**config.mk**
```make
export PLATFORM = sky130hd
export DESIGN_NAME = matmul_feeder
export DESIGN_NICKNAME = d
export VERILOG_FILES = /design/src/rtl/matmul_feeder.sv
export SDC_FILE = /design/constraint.sdc
export NUM_CORES = 1
export LEC_CHECK = 0
export ABC_AREA = 1
export CAP_MARGIN = 20
export CORE_UTILIZATION = 50
export DETAILED_ROUTE_END_ITERATION = 8
export PLACE_DENSITY = 0.78
export SLEW_MARGIN = 30
export SYNTH_ARGS = -nofsm -noshare
export SYNTH_HDL_FRONTEND = slang
export SYNTH_SLANG_ARGS = --single-unit
```
**constraint.sdc**
```tcl
create_clock -name clk -period 3 [get_ports clk]
set_input_delay 0.45 -clock clk [delete_from_list [all_inputs] [get_ports clk]]
set_output_delay 0.45 -clock clk [all_outputs]
set_load 0.005 [all_outputs]
```
**src/rtl/matmul_feeder.sv**
```systemverilog
// matmul_feeder: operand sequencer for a 3x3 MAC array.
// Holds W and X (3x3, row-major), and on start clears the array and streams
// three outer-product steps so MAC(i,j) accumulates sum_k W[i][k]*X[k][j].
// Optional feature macro: MATMUL_FEEDER_ACC_EN adds an 'accum' input that
// skips the clear step so the array computes C += W*X.
module matmul_feeder #(
    parameter int unsigned DATA_W = 4
) (
    input  logic              clk,
    input  logic              rst,
    input  logic              wr_en,
    input  logic              wr_sel,
    input  logic [3:0]        wr_addr,
    input  logic [DATA_W-1:0] wr_data,
    input  logic              start,
`ifdef MATMUL_FEEDER_ACC_EN
    input  logic              accum,
`endif
    output logic              busy,
    output logic              done,
    output logic [DATA_W-1:0] data_w1,
    output logic [DATA_W-1:0] data_w2,
    output logic [DATA_W-1:0] data_w3,
    output logic [DATA_W-1:0] data_x1,
    output logic [DATA_W-1:0] data_x2,
    output logic [DATA_W-1:0] data_x3,
    output logic              load,
    output logic              clear
);

    typedef enum logic [2:0] {StIdle, StClr, StFeed, StDrain, StDone} state_t;

    state_t            state_q, state_d;
    logic [1:0]        k_q, k_d;
    logic [DATA_W-1:0] w_q [9];
    logic [DATA_W-1:0] w_d [9];
    logic [DATA_W-1:0] x_q [9];
    logic [DATA_W-1:0] x_d [9];
    logic              acc_req;
    logic              wr_ok;
    logic [3:0]        kk, k3;

    logic              busy_d, done_d, load_d, clear_d;
    logic [DATA_W-1:0] w1_d, w2_d, w3_d, x1_d, x2_d, x3_d;

`ifdef MATMUL_FEEDER_ACC_EN
    assign acc_req = accum;
`else
    assign acc_req = 1'b0;
`endif

    // Writes are only accepted while idle and for in-range addresses.
    assign wr_ok = wr_en && !busy && (wr_addr <= 4'd8);

    // Next operand register contents, including the write landing this edge.
    always_comb begin
        w_d = w_q;
        x_d = x_q;
        if (wr_ok) begin
            if (wr_sel) x_d[wr_addr] = wr_data;
            else        w_d[wr_addr] = wr_data;
        end
    end

    // Next-state logic for the sequencer and its step counter.
    always_comb begin
        state_d = state_q;
        k_d     = k_q;
        case (state_q)
            StIdle, StDone: begin
                if (start) begin
                    k_d     = 2'd0;
                    state_d = acc_req ? StFeed : StClr;
                end else begin
                    state_d = StIdle;
                end
            end
            StClr: begin
                state_d = StFeed;
                k_d     = 2'd0;
            end
            StFeed: begin
                if (k_q == 2'd2) state_d = StDrain;
                else             k_d = k_q + 2'd1;
            end
            StDrain: state_d = StDone;
            default: state_d = StIdle;
        endcase
    end

    // Output values decoded from the next state; operands come from the
    // post-write registers so a write on the start edge is seen by FEED.
    always_comb begin
        kk      = {2'b00, k_d};
        k3      = {1'b0, k_d, 1'b0} + kk;
        busy_d  = (state_d == StClr) || (state_d == StFeed) || (state_d == StDrain);
        done_d  = (state_d == StDone);
        clear_d = (state_d == StClr);
        load_d  = (state_d == StFeed);
        w1_d    = '0;
        w2_d    = '0;
        w3_d    = '0;
        x1_d    = '0;
        x2_d    = '0;
        x3_d    = '0;
        if (state_d == StFeed) begin
            w1_d = w_d[kk];
            w2_d = w_d[kk + 4'd3];
            w3_d = w_d[kk + 4'd6];
            x1_d = x_d[k3];
            x2_d = x_d[k3 + 4'd1];
            x3_d = x_d[k3 + 4'd2];
        end
    end

    // State, operand storage and registered outputs.
    always_ff @(posedge clk or posedge rst) begin
        if (rst) begin
            state_q <= StIdle;
            k_q     <= 2'd0;
            for (int i = 0; i < 9; i++) begin
                w_q[i] <= '0;
                x_q[i] <= '0;
            end
            busy    <= 1'b0;
            done    <= 1'b0;
            load    <= 1'b0;
            clear   <= 1'b0;
            data_w1 <= '0;
            data_w2 <= '0;
            data_w3 <= '0;
            data_x1 <= '0;
            data_x2 <= '0;
            data_x3 <= '0;
        end else begin
            state_q <= state_d;
            k_q     <= k_d;
            w_q     <= w_d;
            x_q     <= x_d;
            busy    <= busy_d;
            done    <= done_d;
            load    <= load_d;
            clear   <= clear_d;
            data_w1 <= w1_d;
            data_w2 <= w2_d;
            data_w3 <= w3_d;
            data_x1 <= x1_d;
            data_x2 <= x2_d;
            data_x3 <= x3_d;
        end
    end

endmodule

```
Word-level counts from Yosys, hierarchy flattened
Cells that the tools add are included.

cells by class
  bitwise operators = 7
  div/mod/pow operators = 0
  reductions and logical operators = 8
  add/sub/neg operators = 6
  shifts and indexed selects = 0
  eq/ne operators = 9
  $mul = 0
  $lt $le $gt $ge = 9
  multiplexer cells = 38

operators with widths
  operator                                                count
  two-way mux 36 bit                                      4
  binary-select mux 4 bit (select 4 bit)                  6
  two-way mux 4 bit                                       19
  bitwise mux 36 bit                                      2
  >= comparator 5 bit (second input constant)             7
  NOT 4 -> 5 bit                                          5
  demux 4 bit (select 4 bit)                              1
  equality test 3 x 2 -> 1 bit (second input constant)    4
  one-hot mux 3 bit (4 select lines)                      1
  equality test 3 x 1 -> 1 bit (second input constant)    2
  equality test 3 bit (second input constant)             2
  one-hot mux 2 bit (3 select lines)                      1
  < comparator 5 x 1 -> 1 bit (second input constant)     1
  NOT 2 -> 5 bit                                          1
  NOT 3 -> 5 bit                                          1
  adder 2 x 3 -> 4 bit (second input constant)            1
  adder 3 x 2 -> 4 bit                                    1
  adder 4 x 1 -> 4 bit (second input constant)            1
  adder 4 x 2 -> 4 bit (second input constant)            1
  less-or-equal comparator 4 bit (second input constant)  1
  two-way mux 2 bit                                       2
  adder 2 x 2 -> 3 bit (second input constant)            1
  logical AND 1 bit                                       3
  logical NOT 3 bit                                       1
  other kinds (7)                                         8

word-level totals
  ROM bits = 0
  output and inout port bits = 28
  memories kept = 0
  bits in registers = 105
  latch bits = 0
  RAM bits = 0

Logic depth before layout (Yosys ltp)
Gate-level depths: netlist of the first run.

  word-level depth = 12
  depth in mapped cells = 15
  mapped depth without buffers = 14

Worst setup path before layout of the first run
No wires, ideal clock.

  path type = in2reg
  start point = in start
  end point = reg data_x1[0]
  setup time = 0.077 ns
  setup slack = 0.536 ns
  arrival time = 2.386 ns
  stages on the path = 12
  path through = nand3_1 -> nand3_4 -> nand2_4 -> buf_4 -> buf_2 -> ha_1 -> clkbuf_1 -> clkbuf_1 -> nand3_1 -> nand3_1 -> nand2_1 -> a21oi_1

on the way
  longest elaborated chain between the ends = 8
  elaborated cells on any way between the ends = 11
  those cells by class = add/sub (1); eq/ne (1); mux (8); bitwise (1)

ends and longest elaborated chain
  element                                                line  RTL
  from (decl)                                            15    input logic start,
  two-way mux 2 bit                                      71    if (start) begin
  one-hot mux 2 bit (3 select lines)                     69    case (state_q)
  adder 3 x 2 -> 4 bit                                   95    k3 = {1'b0, k_d, 1'b0} + kk;
  named net k3[0]                                        41    logic [3:0] kk, k3;
  NOT 4 -> 5 bit (implied by the code)                   110   x1_d = x_d[k3];
  binary-select mux 4 bit (select 4 bit)                 110
  two-way mux 4 bit (implied by the code) (2 in series)  110
  two-way mux 4 bit                                      106   if (state_d == StFeed) begin
  named net x1_d[0]                                      44    logic [DATA_W-1:0] w1_d, w2_d, w3_d, x1_d, x2_d, x3_d;
  to (signal assigned)                                   132   data_x1 <= '0;
  to (signal assigned)                                   147   data_x1 <= x1_d;
  to (decl)                                              24    output logic [DATA_W-1:0] data_x1,

The timed path passes the listed nets, and every way through them passes these cells. The select of a mux whose other input is x is not followed.

Worst setup path after layout of the first run
  start point = in start
  end point = reg data_x1[1]

on the way
  longest elaborated chain between the ends = 8
  elaborated cells on any way between the ends = 11
  those cells by class = add/sub (1); eq/ne (1); mux (8); bitwise (1)

ends and longest elaborated chain
  element                                                line
  two-way mux 2 bit                                      71
  one-hot mux 2 bit (3 select lines)                     69
  adder 3 x 2 -> 4 bit                                   95
  NOT 4 -> 5 bit (implied by the code)                   110
  binary-select mux 4 bit (select 4 bit)                 110
  two-way mux 4 bit (implied by the code) (2 in series)  110
  two-way mux 4 bit (*)                                  106
  named net x1_d[1]                                      44

Mark *: on every way through the listed nets, which the timed path passes. The rest lies on a longest branch. The select of a mux whose other input is x is not followed.

==> results.py, run 1 <==
metrics = {
    "run_status": {
        "status": "finished clean",
    },
    "routing": {
        "firstDrtPassIters": 7,
        "drtIter0Drc": 612,
        "wl_mm": 16.12,
        "routedWlPerCell_um": 16.76,
        "drcViolationCount": 0,
        "detail-route-antenna-nets": 0,
        "num_vias": 5317,
        "drt-vias-per-instance": 5.527,
    },
    "synthesis": {
        "synth_area_um2": 5699,
        "ys_ff_latch": 105,
        "synth_compound_area_share_pct": 8.167,
        "synth_edf_count": 0,
        "async_reset_ff_share_pct": 100.0,
        "synth_cells": 776,
        "synth_fp_nets": 797,
        "yosysWarnings": 0,
        "yosys.area_share.simple_pct": 34.64,
        "synth_top_family_by_area": "simple AND/OR/NAND/NOR gates",
        "seq_area_frac_synth_pct": 46.10,
        "yosys-mux-area-fraction_pct": 0,
        "synth_xor_area_share_pct": 0,
        "synth_top_flop_cell": "dfrtp_1",
        "avgSynthCellArea_um2": 7.344,
        "synth_cell_types": 33,
        "synth_fa_ha_area_share_pct": 1.756,
    },
    "final_layout": {
        "area_growth_pct": 15.26,
        "layout-drive-gt1-share_pct": 7.908,
        "ff_latch_area_um2": 2628,
        "fillers": 997,
        "multi_input_area_um2": 2540,
        "final_util_pct": 59.81,
        "nets": 838,
        "antenna_cells": 0,
    },
    "global_routing": {
        "grt_usage_pct": 29.37,
        "grt_max_degree": 106,
        "antenna_found_initial": 0,
        "grt_pass1_vias": 4991,
        "grt_pass1_wl_mm": 25.92,
        "overflow": 0,
    },
    "setup_path": {
        "reg2reg_from": "k_q[0]",
        "reg2reg_depth": 10,
        "crit_path_cell_trace": "clkdlybuf4s50_1 > nand3_1 > nand3_1 > nand2_2 > ha_1 > buf_4 > or2_2 > o21ai_0 > nand2_1 > a21oi_1",
        "max_stage_delay_ps": 450,
        "crit_type": "input port to flop",
        "crit_slowest_cell": "clkdlybuf4s50_1",
        "cp_common_cell": "nand3_1",
        "regToRegSetupSlack_ps": 600,
        "endpoint_kind": "flop",
        "crit_start": "start",
        "worstPathArrival_ps": 2720,
        "start_kind": "input port",
        "r2r-end": "data_x1[1]",
        "cp.required_ps": 3270,
        "cp_max_fo": 28,
    },
    "clocking": {
        "cts_tree": "done",
        "clk_pin_slew_worst_paths_ps": 70,
        "cts_resized": 0,
        "cts-root-buf": "clkbuf_16",
        "insertion_delay_ps": 360,
        "cts_buffers": 9,
        "clock-sinks": 105,
        "postCtsSetupBuffers": 0,
        "clk_path_buf_depth": 2,
        "cts_hold_buf": 0,
        "htree_levels": 3,
    },
    "sta": {
        "period_share_pct": 81.81,
        "clock.fmax_ghz": 0.4075,
        "tightest_slew_ps": 570.3,
        "finalMaxSlewViolations": 0,
        "hold_slack_ps": 471.9,
        "worst_slack_ps": 545.8,
        "timing.final.hold_violations": 0,
        "finClkSkew_ps": 9.767,
        "finalSetupTns_ps": 0,
        "setup_viol": 0,
        "max_slew_margin_pct": 61.58,
        "period_needed_ps": 2454,
        "rsz0062_at_grt": "false",
    },
    "pwr": {
        "powerDensity_nw_per_um2": 1191,
        "power_mw": 7.821,
        "vdd_drop_max_mv": 1.422,
        "p_leak_nw": 3.325,
    },
    "worst_hold_path": {
        "whs_path_depth": 2,
        "holdPathEnd": "x_q[23]",
        "hp-class": "flop to flop",
        "hold_start": "x_q[23]",
    },
    "placed_design": {
        "portBuffers": 40,
        "dp_hpwl_mm": 11.36,
        "routabilityCongestion": 0.9380,
        "pre_cts_ws_ps": 232.0,
    },
    "flow_run": {
        "cap_violations": 0,
    },
    "floorplanning": {
        "core_um2": 10980,
        "fp.dieH_um": 108.8,
        "initial_utilization_pct": 51.89,
        "die_area_um2": 11830,
        "die_x_um": 108.8,
        "ios": 41,
        "rows": 38,
    },
}
-- sequential cells by signal, indices dropped and copies added (netlist names), 2 cells and up --
signal and count:
w_q 36, x_q 36, data_w1 4, data_w2 4
data_w3 4, data_x1 4, data_x2 4, data_x3 4
state_q 3, k_q 2
-- cell type report --
type / instances / area share, %
multi-input cells: 545 / 38.67
flip-flops and latches: 105 / 40.00
repair buffers: 59 / 8.648
well taps: 140 / 2.667
inverters: 97 / 5.638
clock inverters: 5 / 0.6857
clock buffers: 11 / 3.695
-- stage by stage --
step                instance area (um2)  instances
floorplan                          5703        776
global placement                   6281        946
detailed placement                 6281        946
CTS                                6569        962
global route                       6569        962
finish                             6569        962
-- cell usage after synthesis (all sizes together) (4+ instances only) --
cell,n,area [um2]
a21oi,17,88.84
buf,17,120.1
clkbuf,12,45.04
dfrtp,105,2628
ha,8,100.1
inv,94,355.3
nand2,275,1052
nand3,117,625.6
nand4,12,75.07
nor2,39,183.9
nor3,4,25.02
o21ai,60,300.3
-- worst max-delay path by stage --
| stage | depth (start not counted) | endpoint | slack [ps] |
|---|---|---|---|
| after floorplan | 12 | data_x1[0] | 540 |
| after global placement | 10 | data_x1[1] | 330 |
| after detailed placement | 10 | data_x1[1] | 230 |
| after CTS | 10 | data_x1[1] | 600 |
| after global routing | 12 | data_x2[2] | 390 |
| final | 10 | data_x1[1] | 550 |
-- worst max-delay path: cells and delay by family --
kind / cells / cell delay [ps]
simple gates: 5 / 910
buf+inv: 2 / 690
fa+ha+maj: 1 / 310
compound gates: 2 / 340
-- where the power goes --
part	leakage [nW]	switching, mW	internal, mW
clock	0.139	0.550	0.600
combinational	1.87	3.20	1.59
sequential	1.32	0.121	1.76
-- layout by cell type, fill, tap and decap left out, drive strengths merged --
cell and n:
o22ai 3, or2 2, clkinvlp 2, nand2 275
nor2 39, inv 96, dfrtp 105, a31oi 3
o21ai 60, a41oi 1, buf 19, o21a 1
clkdlybuf4s50 40, a21oi 17, nand3 117, o211ai 3
clkbuf 11, nor3 4, clkinv 4, ha 8
nand4 12
-- layer usage --
metal / up-vias / track usage (%) / routed length, um
met1: 2498 / 42.31 / 7459
met4: 0 / 12.07 / 420
li1: 2554 / - / -
met3: 30 / 5.619 / 1289
met5: - / 0 / 0
met2: 235 / 43.26 / 6952
-- logic make-up (layout without fill, tap and decap cells) --
group | count (synthesis) | count (layout)
compound gates | 88 | 88
fa+ha+maj | 8 | 8
buf+inv | 126 | 172
flops | 105 | 105
simple gates | 449 | 449
(Power assumes the default switching activity.)
==> inputs of run 2 (changes only) <==
- clock period: 3 -> 2.1 ns (I/O delays scaled with it)
==> run 2 against run 1 <==
Net effect:
- the run now ends with setup timing left
- final cell count up 11%
- non-clock buffer count up 104
- worst setup slack worse by 630 ps
- total power up 75%
- clock skew down 1.3 ps
- design area up 16%
- largest cell class is now multi-input combinational cells
- largest power group unchanged
- highest routed layer unchanged
==> results.py, run 2 (synthesized netlist as in run 1, its figures left out) <==
metrics = {
    "sta": {
        "period_share_pct": 104.1,
        "tightest_slew_ps": 588.1,
        "max_slew_margin_pct": 60.80,
        "finClkSkew_ps": 8.428,
        "finalMaxSlewViolations": 0,
        "period_needed_ps": 2187,
        "timing.final.hold_violations": 0,
        "worst_slack_ps": -86.74,
        "clock.fmax_ghz": 0.4573,
        "finalSetupTns_ps": -435.1,
        "setup_viol": 9,
        "rsz0062_at_grt": "true",
    },
    "global_routing": {
        "antenna_found_initial": 0,
        "grt_pass1_vias": 5475,
        "grt_max_degree": 106,
        "grt_usage_pct": 30.68,
        "grt_pass1_wl_mm": 27.17,
        "overflow": 0,
    },
    "clocking": {
        "clk_path_buf_depth": 2,
        "cts-root-buf": "clkbuf_16",
        "insertion_delay_ps": 360,
        "htree_levels": 3,
        "cts_hold_buf": 0,
        "clk_pin_slew_worst_paths_ps": 70,
        "cts_tree": "done",
        "clock-sinks": 105,
        "cts_buffers": 9,
    },
    "final_layout": {
        "largestRegisters": "w_q x36, x_q x36",
        "area_growth_pct": 34.25,
        "nets": 942,
        "antenna_cells": 0,
        "mostFrequentLayoutCells": "nand2_1, nand3_1, buf_4, dfrtp_1, inv_1",
        "layout-drive-gt1-share_pct": 21.49,
        "final_common_cell": "nand2_1",
        "final_cell_area_um2": 7651,
        "fillers": 861,
    },
    "floorplanning": {
        "core_um2": 10980,
        "initial_utilization_pct": 51.89,
        "die_area_um2": 11830,
        "rows": 38,
        "die_x_um": 108.8,
        "ios": 41,
        "fp.dieH_um": 108.8,
    },
    "routing": {
        "drt-vias-per-instance": 5.519,
        "drcViolationCount": 0,
        "firstDrtPassIters": 6,
        "detail-route-antenna-nets": 0,
        "drtIter0Drc": 551,
        "routedWlPerCell_um": 16.72,
        "wl_mm": 17.82,
        "num_vias": 5883,
    },
    "pwr": {
        "p_sw_mw": 6.348,
        "power_frac_comb_pct": 68.3,
        "internal-power_mw": 7.342,
        "switching_share_pct": 46.37,
        "power_mw": 13.69,
        "vdd_drop_max_mv": 1.827,
        "powerDensity_nw_per_um2": 1789,
        "pwr-share-clk_pct": 12.1,
        "p_leak_nw": 3.917,
        "pwr-share-seq_pct": 19.7,
    },
    "setup_path": {
        "start_kind": "flop",
        "worstPathArrival_ps": 2440,
        "cp_max_fo": 6,
        "cp.required_ps": 2350,
        "endpoint_kind": "flop",
        "regToRegSetupSlack_ps": -90,
        "crit_type": "flop to flop",
    },
    "placed_design": {
        "dp_hpwl_mm": 12.27,
        "place_area_um2": 7036,
        "portBuffers": 40,
        "routabilityCongestion": 0.9631,
    },
    "flow_run": {
        "cap_violations": 0,
    },
    "run_status": {
        "status": "finished with violations",
        "violations": "setup timing",
    },
    "worst_hold_path": {
        "hp-class": "input port to async pin",
    },
}
[run 2: cell count changes in the layout (fill, tap and decap cells not counted), sizes merged]
cell and delta:
clkinv +1, inv -2, clkinvlp +1, clkbuf +1
buf +103
[run 2: through the flow]
step / utilization [%] / hold slack, ps / cells / setup WS (ps)
4_1_cts: 66.81 / 478.5 / 1051 / 1.266
6_report: 69.66 / 444.7 / 1066 / -86.74
3_5_place_dp: 64.06 / 461.4 / 1033 / -223.3
3_3_place_gp: 64.06 / 458.1 / 1033 / -177.1
5_1_grt: 69.66 / 506.4 / 1066 / -158.7
2_1_floorplan: - / 438.1 / 776 / -7.761
[run 2: area by class of cell]
type                       count  area (um2)  share of cell area, %
clock inverter                 5       45.04                 0.5887
tap                          140       175.2                  2.289
clock buffer                  11       242.7                  3.173
multi-input combinational    545        2701                  35.31
sequential                   105        2628                  34.34
inverter                      97       386.6                  5.053
timing repair buffer         163        1473                  19.25
[run 2: per-layer routing]
layer	wire length [um]	track usage (%)
met5	0	0
met3	1479	4.304
met2	7759	45.16
met1	8089	45.07
met4	496	13.22
[run 2: critical path: stages (launching register included)]
cell and delay (ps):
dfrtp_1 410, nand2_1 160, nand3_4 140, nand3_2 120, nand2_4 90, ha_4 300, clkinvlp_4 190, buf_4 200
buf_6 130, nand3_1 80, nand3_1 90, nand2_1 120, inv_1 50
[run 2: power groups by stage]
stage                     Clock, mW  Sequential [mW]  Combinational, mW
final                          1.65             2.69               9.35
after global routing           1.75             2.73               10.1
after CTS                      1.67             2.69               7.87
after detailed placement          0             2.73               7.77
after global placement            0             2.71               7.66
after floorplan                   0             2.70               4.95
[run 2: path summary, 6_finish.rpt]
path	cells past startpoint	from	endpoint
min in group clk	2	x_q[23]	x_q[23]
worst min-delay path	3	rst	x_q[10]
max in group asynchronous	3	rst	x_q[5]
worst max register to register	12	state_q[0]	data_x2[2]
worst max-delay path	12	state_q[0]	data_x2[2]
worst min register to register	2	x_q[23]	x_q[23]
[run 2: what timing repair did]
item                       CTS  global route
resized for setup            0            48
setup endpoints to repair    2            23
buffers inserted             2            14
cloned                       0             2
pin swaps                    0            10
